## config.mk

```make
export PLATFORM = sky130hd
export DESIGN_NAME = left_shift_seq
export DESIGN_NICKNAME = d
export VERILOG_FILES = /design/src/rtl/left_shift_seq.sv
export SDC_FILE = /design/constraint.sdc
export NUM_CORES = 1
export LEC_CHECK = 0
export BUFFER_PORTS_ARGS = -buffer_cell sky130_fd_sc_hd__buf_2
export CAP_MARGIN = 20
export CORE_MARGIN = 2
export CORE_UTILIZATION = 35
export CTS_BUF_LIST = sky130_fd_sc_hd__clkbuf_8
export CTS_CLUSTER_DIAMETER = 200
export DETAILED_ROUTE_END_ITERATION = 16
export PLACE_DENSITY_LB_ADDON = 0.15
export SYNTH_ARGS = -nofsm -noshare
export SYNTH_HDL_FRONTEND = slang
export SYNTH_SLANG_ARGS = --single-unit
export TNS_END_PERCENT = 100
```

## constraint.sdc

```tcl
create_clock -name clk -period 2.5 [get_ports clk]
set_clock_uncertainty 0.05 [all_clocks]
set_input_delay 0.5 -clock clk [delete_from_list [all_inputs] [get_ports clk]]
set_output_delay 0.5 -clock clk [all_outputs]
set_load 0.01 [all_outputs]
```

## src/rtl/left_shift_seq.sv

```systemverilog
// -----------------------------------------------------------------------------
// left_shift_seq
//
// Multi-cycle logical left shifter. An accepted start captures a 32-bit operand
// and a 5-bit shift amount. The operand is then shifted left by at most two bit
// positions per clock. Any 1 bit that is shifted out of the top sets a sticky
// overflow flag. When the shift amount is used up, the block spends one FINISH
// cycle, registers the result and the overflow flag, and pulses done.
//
// Ports
//   clk     in   1   rising-edge clock for all state
//   rst_n   in   1   asynchronous active-low reset
//   start   in   1   request pulse, accepted only while idle
//   a       in  32   operand, captured on an accepted start
//   shamt   in   5   left-shift amount 0..31, captured on an accepted start
//   busy    out  1   high while an operation is in progress (SHIFT or FINISH)
//   done    out  1   one-cycle completion pulse, coincident with a new result
//   result  out 32   registered shifted value, held until the next completion
//   ovf     out  1   registered flag, 1 if any shifted-out bit was 1
//
// Timing: the accepting edge is edge 0. done is high during the cycle that
// follows edge ceil(shamt/2)+2. A start issued during the done cycle is
// accepted, so operations can run back to back.
// -----------------------------------------------------------------------------
module left_shift_seq (
    input  logic        clk,
    input  logic        rst_n,
    input  logic        start,
    input  logic [31:0] a,
    input  logic [4:0]  shamt,
    output logic        busy,
    output logic        done,
    output logic [31:0] result,
    output logic        ovf
);

    typedef enum logic [1:0] {
        IDLE   = 2'd0,
        SHIFT  = 2'd1,
        FINISH = 2'd2
    } state_e;

    state_e      state_q,  state_d;
    logic [4:0]  cnt_q,    cnt_d;     // remaining shift positions
    logic [31:0] work_q,   work_d;    // operand being shifted
    logic        sticky_q, sticky_d;  // OR of every bit shifted out so far
    logic [31:0] result_q, result_d;
    logic        ovf_q,    ovf_d;
    logic        done_q,   done_d;

    // NOTE: every signal written in this block gets a default first. A path
    // that leaves a signal unassigned would infer a latch.
    always_comb begin
        state_d  = state_q;
        cnt_d    = cnt_q;
        work_d   = work_q;
        sticky_d = sticky_q;
        result_d = result_q;
        ovf_d    = ovf_q;
        done_d   = 1'b0;

        unique case (state_q)
            IDLE: begin
                if (start) begin
                    work_d   = a;
                    cnt_d    = shamt;
                    sticky_d = 1'b0;
                    state_d  = SHIFT;
                end
            end

            SHIFT: begin
                if (cnt_q >= 5'd2) begin
                    work_d   = {work_q[29:0], 2'b00};
                    sticky_d = sticky_q | (|work_q[31:30]);
                    cnt_d    = cnt_q - 5'd2;
                end else if (cnt_q == 5'd1) begin
                    work_d   = {work_q[30:0], 1'b0};
                    sticky_d = sticky_q | work_q[31];
                    cnt_d    = 5'd0;
                end else begin
                    // No shift is applied on the exit edge. The count has
                    // reached zero, so move to FINISH.
                    state_d = FINISH;
                end
            end

            FINISH: begin
                // The result is published on the edge that leaves FINISH. done
                // is therefore high during the first IDLE cycle, and a new
                // start can be accepted in that same cycle.
                result_d = work_q;
                ovf_d    = sticky_q;
                done_d   = 1'b1;
                state_d  = IDLE;
            end

            default: state_d = IDLE;
        endcase
    end

    // NOTE: sequential state is updated only with non-blocking assignments, so
    // every register samples the values that were present before the edge.
    always_ff @(posedge clk or negedge rst_n) begin
        if (!rst_n) begin
            state_q  <= IDLE;
            cnt_q    <= 5'd0;
            work_q   <= 32'd0;
            sticky_q <= 1'b0;
            result_q <= 32'd0;
            ovf_q    <= 1'b0;
            done_q   <= 1'b0;
        end else begin
            state_q  <= state_d;
            cnt_q    <= cnt_d;
            work_q   <= work_d;
            sticky_q <= sticky_d;
            result_q <= result_d;
            ovf_q    <= ovf_d;
            done_q   <= done_d;
        end
    end

    assign busy   = (state_q != IDLE);
    assign done   = done_q;
    assign result = result_q;
    assign ovf    = ovf_q;

endmodule

```

==> results.toml, run 1 <==
[power]
vdd_drop_max_uv = 548
p_leak_nw = 2.14
pwr_density_cell_nw_per_um2 = 1520
power_w = 0.00688

[route]
dr_total_vias = 2855
viasPerCell = 5.18
remaining_drc_errors = 0
firstDrtPassIters = 4
ant_nets = 0
routed_wl_mm = 8.92
wl_per_cell_um = 16.2
drt_iter0_drc = 117

[global_routing]
first_global_vias = 2748
met1_usage = 0.213
grt_first_pass_wirelength_mm = 14.1
grt_start_max_net_pins = 47
overflow = 0
grt_most_used_layer = "met2"
grtUsageTotal = 0.159
antenna_found_initial = 0
grtUsageMet3 = 0.0363
met2_usage = 0.250

[yosys]
ys_seq_area_frac = 0.491
synthTopCellsByArea = "dfrtp_1 (49%), mux2_4 (9.5%), mux2_1 (7.8%), a31oi_1 (5.1%), o21ai_0 (4.6%)"
syn_area_per_cell_um2 = 11.0
synth.net_count = 384
ys_ff_latch = 74
synth_top_area_cell = "dfrtp_1"
syn-cell-area_um2 = 3770
synth-edff-count = 0
synthArstFlopShare = 1.00
ys.flop_type = "dfrtp_1"
ys_types = 36
synth.top_cell.area_share = 0.491
syn_inst = 343
yosysWarnings = 0

[worst_setup_path]
cp-end-kind = "flop"
crit_arrival_ns = 2.47
crit_type = "reg -> reg"
cp_max_fo = 30
cp_data_required_time_ns = 2.69
crit_path_start_kind = "flop"

[finish]
nets = 451
nFillCells = 1065
drive_gt1_frac = 0.345
final_cell_mix = "dfrtp_1 (74), buf_2 (73), o21ai_0 (35), nor2_1 (35)"
final_common_cell = "dfrtp_1"
syn_to_final_growth_pct = 19.7
final_util = 0.434
diodes = 0

[clock_tree]
cts_buffers = 9
root_buffer = "clkbuf_8"
clock_sinks = 74
postCtsSetupBuffers = 0
clkLatencyLatePin_ns = 0.35
cts_tree = "built"
cts_hold_buffers = 0
clk_pin_slew_worst_paths_ns = 0.08
clk_path_buf_depth = 2
cts-resized-gates = 0
htree_num_levels = 3

[worst_hold_path]
hold_class = "in -> async"

[placement]
place_hpwl_mm = 5.87
place.gp.congestion = 0.822
port-buffer-count = 74

[floorplan]
die_x_um = 108
die_y_um = 108
rows = 37
dieArea_um2 = 11600
start_util = 0.362
ios = 75
core_um2 = 10400

[timing]
slew_headroom = 0.652
tns_ns = 0
slew_viol_final = 0
fmax_mhz = 440
setup_viol = 0
timing.final.crit_share = 0.909
final_hold_viol_count = 0
holdWs_ns = 0.0678
period_minus_slack_ns = 2.27
worst_pin_slew_ns = 0.522
rsz0062_at_grt = "no"

[run_status]
outcome = "finished, final reports clean"

[run]
maxCapViolCount = 0
## metal layers
| metal | wire length (µm) | part of all wire |
|---|---|---|
| met4 | 133 | 0.015 |
| met2 | 4250 | 0.48 |
| met5 | 0 | 0 |
| met1 | 4170 | 0.47 |
| met3 | 367 | 0.041 |
## sequential cells by signal (all words and copies together) (netlist names)
name,cells
result,32
work_q,32
cnt_q,5
state_q,2
done,1
ovf,1
sticky_q,1
## through the flow
step / cells / worst slack (ns) / cell area [µm²]
after global placement: 535 / 0.272 / 4300
after detailed placement: 535 / 0.242 / 4300
after floorplan: 343 / 0.471 / 3770
after CTS: 551 / 0.237 / 4520
after global routing: 551 / 0.116 / 4520
final: 551 / 0.226 / 4520
## synth_stat cells (2+ instances only)
cell / number
dfrtp_1: 74
nor2_1: 35
nand3_1: 31
buf_12: 2
inv_1: 6
mux2_1: 26
a21oi_1: 2
o21ai_1: 4
buf_2: 6
a22o_1: 2
or3b_1: 2
clkbuf_1: 19
o21ai_0: 35
mux2_4: 24
a2bb2oi_1: 2
nand2_1: 7
mux2_2: 12
a31oi_1: 31
o211ai_1: 3
nand2b_1: 4
## cell type report
type	instances	area, µm²	share of cell area
Tap cell	136	170	0.0377
Sequential cell	74	1850	0.410
Multi-Input combinational cell	234	1750	0.387
Inverter	6	22.5	0.00499
Clock buffer	10	138	0.0305
Clock inverter	6	81.3	0.0180
Timing Repair Buffer	85	505	0.112
## final timing paths
check	cells past startpoint	start	endpoint	slack [ns]
max	7	cnt_q[1]	work_q[2]	0.23
min in group clk	3	a[1]	work_q[1]	0.36
max reg2reg	7	cnt_q[1]	work_q[2]	0.23
max in group asynchronous	2	rst_n	work_q[9]	1.74
min reg2reg	2	ovf	ovf	0.43
min	1	rst_n	cnt_q[0]	0.07
## worst max-delay path, stage by stage (launching register included)
cell and delay, ns:
dfrtp_1 0.46, inv_1 0.11, ha_1 0.21, or3b_1 0.44
buf_4 0.26, o21ai_0 0.26, a31oi_1 0.11, mux2_2 0.28
## power by group
| group | switching, W | total, W | internal (W) |
|---|---|---|---|
| clock network | 0.000455 | 0.00104 | 0.000583 |
| registers | 0.000490 | 0.00230 | 0.00181 |
| logic | 0.00166 | 0.00355 | 0.00189 |
## cell families (layout without fill, tap and decap cells)
| group | Yosys count | after routing | share of synthesized area |
|---|---|---|---|
| DFF | 74 | 74 | 0.491 |
| xor gates and xnor gates | 1 | 1 | 0.00232 |
| muxes | 63 | 63 | 0.212 |
| adders and majority gates | 1 | 1 | 0.00332 |
| AOI/OAI and AO/OA | 83 | 83 | 0.131 |
| and+or+nand+nor | 86 | 86 | 0.111 |
| buffers and inverters | 35 | 107 | 0.0504 |
Power figures use the tool's default switching activity.
==> inputs of run 2 (changes only) <==
==> constraint.sdc (replaced) <==
create_clock -name clk -period 2.79 [get_ports clk]
set_clock_uncertainty 0.05 [all_clocks]
set_input_delay 0.6975 -clock clk [delete_from_list [all_inputs] [get_ports clk]]
set_output_delay 0.6975 -clock clk [all_outputs]
set_load 0.01 [all_outputs]
==> run 2 against run 1 <==
  * Flip-flop and latch count stayed put
  * Worst hold slack improved by 0.18 ns
  * Via count down 0.46%
  * Non-clock buffer count decreased by 2
  * Combinational power is 12% lower
  * Critical path type unchanged
==> results.toml, run 2 (synthesis gave the netlist of run 1 again) <==
[worst_setup_path]
crit_start = "cnt_q[2]"
crit_path_start_kind = "flop"
crit_arrival_ns = 2.40
cp_max_fo = 12
cp_data_required_time_ns = 2.97
ff2ff_path_depth = 7
r2r_slack_ns = 0.57
rr_startpoint = "cnt_q[2]"
crit_type = "reg -> reg"
endpoint = "work_q[27]"
reg2reg_to = "work_q[27]"
cp-end-kind = "flop"

[global_routing]
overflow = 0
first_global_vias = 2840
grtUsageTotal = 0.161
grt_first_pass_wirelength_mm = 14.5
grt_start_max_net_pins = 41
antenna_found_initial = 0

[power]
internal_power_w = 0.00392
vdd_drop_max_uv = 428
swShare = 0.370
p_comb_frac = 0.499
pwr-share-clk = 0.168
pwr-share-seq = 0.332
pwr_density_cell_nw_per_um2 = 1380
power_switching_w = 0.00230
p_leak_nw = 2.13

[finish]
final_cell_mix = "dfrtp_1 (74), buf_2 (73), o21ai_0 (35), nor2_1 (35)"
nets = 449
drive_gt1_frac = 0.344
multi_input_area_um2 = 1750
syn_to_final_growth_pct = 19.5
final_area_um2 = 4510
diodes = 0
final_common_cell = "dfrtp_1"
stdcell_count = 549
seq_area_um2 = 1850
nFillCells = 1059

[clock_tree]
cts_hold_buffers = 0
postCtsSetupBuffers = 0
cts_tree = "built"
cts-resized-gates = 0
root_buffer = "clkbuf_8"
htree_num_levels = 3
clock_sinks = 74
cts_buffers = 9
clk_path_buf_depth = 2
clkLatencyLatePin_ns = 0.34
clk_pin_slew_worst_paths_ns = 0.08

[timing]
holdWs_ns = 0.245
slew_viol_final = 0
tns_ns = 0
final_hold_viol_count = 0
timing.final.crit_share = 0.796
slew_headroom = 0.379
fmax_mhz = 450
rsz0062_at_grt = "no"
setup_viol = 0
worst_pin_slew_ns = 0.931
period_minus_slack_ns = 2.22

[route]
drt_iter0_drc = 129
routed_wl_mm = 8.79
ant_nets = 0
dr_total_vias = 2842
viasPerCell = 5.18
remaining_drc_errors = 0
firstDrtPassIters = 4
wl_per_cell_um = 16.0

[floorplan]
ios = 75
die_y_um = 108
core_um2 = 10400
die_x_um = 108
rows = 37
start_util = 0.362
dieArea_um2 = 11600

[placement]
dpl_cell_area_um2 = 4260
dp_cells = 533
port-buffer-count = 74
place_hpwl_mm = 5.90
place.gp.congestion = 0.827

[run_status]
outcome = "finished, final reports clean"

[run]
maxCapViolCount = 0

[worst_hold_path]
hold_class = "in -> async"
run 2: final cells by class:
cell class                      instances  share of cell area
Sequential cell                        74               0.411
Multi-Input combinational cell        234               0.388
Timing Repair Buffer                   83               0.103
Tap cell                              136              0.0377
Clock buffer                           11              0.0336
Clock inverter                          5              0.0222
Inverter                                6             0.00499
run 2: how the worst min path moves through the flow:
stage,startpoint,to,slack (ns),depth (start not counted)
after floorplan,rst_n,cnt_q[0],0.35,0
after global placement,ovf,ovf,0.41,2
after detailed placement,result[1],result[1],0.43,1
after CTS,rst_n,result[0],0.26,1
after global routing,rst_n,ovf,0.27,1
final,rst_n,result[0],0.24,1
run 2: through the flow:
step                      utilization  power (W)  setup WS [ns]
after floorplan                     -    0.00451          0.761
after global placement          0.409    0.00521          0.576
after detailed placement        0.409    0.00524          0.513
after CTS                       0.433    0.00631          0.572
after global routing            0.433    0.00675          0.383
final                           0.433    0.00622          0.569
run 2: critical path: stages, from the launching register on:
cell	delay, ns
dfrtp_1	0.52
inv_1	0.09
ha_1	0.23
nor3b_4	0.17
o211ai_2	0.13
and2_4	0.31
buf_4	0.25
mux2_2	0.35
run 2: power by group through the flow:
| stage | Combinational [W] | Sequential [W] | Clock (W) |
|---|---|---|---|
| after global placement | 0.00312 | 0.00208 | 0 |
| after CTS | 0.00316 | 0.00207 | 0.00108 |
| final | 0.00311 | 0.00207 | 0.00105 |
| after detailed placement | 0.00315 | 0.00209 | 0 |
| after floorplan | 0.00245 | 0.00206 | 0 |
| after global routing | 0.00347 | 0.00215 | 0.00113 |
run 2: routing by layer:
layer | global-route usage | vias to the layer above | wire length [µm]
met3 | 0.0321 | 6 | 369
li1 | - | 1369 | -
met2 | 0.251 | 76 | 4230
met1 | 0.220 | 1391 | 4090
met5 | 0 | - | 0
met4 | 0.0623 | 0 | 103
==> inputs of run 3 (changes only) <==
==> constraint.sdc (replaced) <==
create_clock -name clk -period 2.15 [get_ports clk]
set_clock_uncertainty 0.05 [all_clocks]
set_input_delay 0.5375 -clock clk [delete_from_list [all_inputs] [get_ports clk]]
set_output_delay 0.5375 -clock clk [all_outputs]
set_load 0.01 [all_outputs]
==> run 3 against run 2 <==
  * Die area did not move
  * Count of clock-buffer cells in the layout shrank 1
  * Non-clock buffer count is 6 higher
  * Core utilization grew 0.096 points
  * Register-to-register slack lost 0.45 ns
  * Global-route usage is essentially flat
  * Combinational power up 34%
  * Worst hold slack got worse by 0.11 ns
  * Via count is 0.18% lower
  * First-iteration DRC count grew 7.8%
  * Wire length rose by 0.56%
  * Critical endpoint is now cnt_q[3]
==> results.toml, run 3 (synthesis gave the netlist of run 1 again) <==
[route]
viasPerCell = 5.11
firstDrtPassIters = 4
drt_iter0_drc = 139
wl_per_cell_um = 15.9
dr_total_vias = 2837
routed_wl_mm = 8.84
remaining_drc_errors = 0
ant_nets = 0

[finish]
drive_gt1_frac = 0.353
nFillCells = 1002
syn_to_final_growth_pct = 19.8
final_cell_mix = "dfrtp_1 (74), buf_2 (73), o21ai_0 (35), nor2_1 (35)"
diodes = 0
final_common_cell = "dfrtp_1"
nets = 455

[clock_tree]
clk_path_buf_depth = 2
cts-resized-gates = 0
root_buffer = "clkbuf_8"
clock_sinks = 74
htree_num_levels = 3
clkLatencyLatePin_ns = 0.36
postCtsSetupBuffers = 0
clk_pin_slew_worst_paths_ns = 0.09
cts_tree = "built"
cts_buffers = 9
cts_hold_buffers = 0

[placement]
place_hpwl_mm = 5.68
port-buffer-count = 74
place_ws_ns = 0.141
place.gp.congestion = 0.814

[power]
pwr_density_cell_nw_per_um2 = 1760
p_leak_nw = 2.13
vdd_drop_max_uv = 708

[worst_setup_path]
cp_data_required_time_ns = 2.34
crit_arrival_ns = 2.22
crit_type = "reg -> reg"
cp_max_fo = 17
reg2reg_to = "cnt_q[3]"
path_delay_family = "compound AO/OA/AOI/OAI gates"
r2r_slack_ns = 0.12
slowest_delay_ns = 0.38
crit_path_start_kind = "flop"
cp_num_cells = 7
crit_buf_inv = 2
path_cells = "inv_1, ha_1, or3b_1, buf_4, o21ai_1, o21ai_0, a22o_1"
rr_startpoint = "cnt_q[1]"
cp-end-kind = "flop"
cp_slowest_cell = "dfrtp_1"
ff2ff_path_depth = 7

[floorplan]
rows = 37
dieArea_um2 = 11600
core_um2 = 10400
ios = 75
start_util = 0.362
die_y_um = 108
die_x_um = 108

[timing]
rsz0062_at_grt = "no"
slew_headroom = 0.718
setup_viol = 0
fmax_mhz = 492
final_hold_viol_count = 0
slew_viol_final = 0
setup_slack_ns = 0.116
period_minus_slack_ns = 2.03
timing.final.crit_share = 0.946
tns_ns = 0
worst_pin_slew_ns = 0.424

[global_routing]
overflow = 0
grt_first_pass_wirelength_mm = 14.5
antenna_found_initial = 0
first_global_vias = 2747
grt_start_max_net_pins = 75
grtUsageTotal = 0.161

[run]
maxCapViolCount = 0

[worst_hold_path]
hold_class = "in -> async"

[run_status]
outcome = "finished, final reports clean"
-- run 3: per-layer routing --
metal,vias to the layer above,wire [µm],GRT usage
li1,1381,-,-
met1,1394,4300,0.222
met2,50,4120,0.250
met3,12,274,0.0333
met4,0,149,0.0577
met5,-,0,0
-- run 3: worst max-delay path by stage --
| stage | from | end | slack (ns) |
|---|---|---|---|
| 5_1_grt | cnt_q[1] | cnt_q[4] | 0.003 |
| 2_1_floorplan | cnt_q[1] | cnt_q[2] | 0.12 |
| 3_3_place_gp | cnt_q[1] | cnt_q[4] | 0.20 |
| 3_5_place_dp | cnt_q[1] | cnt_q[4] | 0.14 |
| 6_report | cnt_q[1] | cnt_q[3] | 0.12 |
| 4_1_cts | cnt_q[1] | cnt_q[3] | 0.12 |
-- run 3: area by class of cell --
cell class | count | area (µm²) | share of cell area
clock inverters | 6 | 66.3 | 0.0147
inverters | 6 | 22.5 | 0.00498
flip-flops and latches | 74 | 1850 | 0.410
well taps | 136 | 170 | 0.0377
clock buffers | 10 | 138 | 0.0305
repair buffers | 89 | 523 | 0.116
multi-input cells | 234 | 1750 | 0.387
-- run 3: worst reg2reg max path, stage by stage (launching register included) --
cell     delay (ns)
dfrtp_1        0.38
inv_1          0.08
ha_1           0.21
or3b_1         0.38
buf_4          0.20
o21ai_1        0.25
o21ai_0        0.14
a22o_1         0.24
-- run 3: through the flow --
step           std cells  power, W  hold slack (ns)  cell area [µm²]  utilization
2_1_floorplan        343   0.00585            0.192             3770            -
3_3_place_gp         539   0.00683            0.410             4320        0.414
3_5_place_dp         539   0.00689            0.421             4320        0.414
4_1_cts              555   0.00804            0.153             4520        0.434
5_1_grt              555   0.00857            0.162             4520        0.434
6_report             555   0.00796            0.131             4520        0.434
-- run 3: power breakdown --
part	leakage (nW)	switching, W	total, W	internal (W)
logic	1.14	0.00195	0.00418	0.00223
clock network	0.0945	0.000564	0.00113	0.000568
registers	0.897	0.000545	0.00264	0.00210
total	2.13	0.00305	0.00796	0.00490
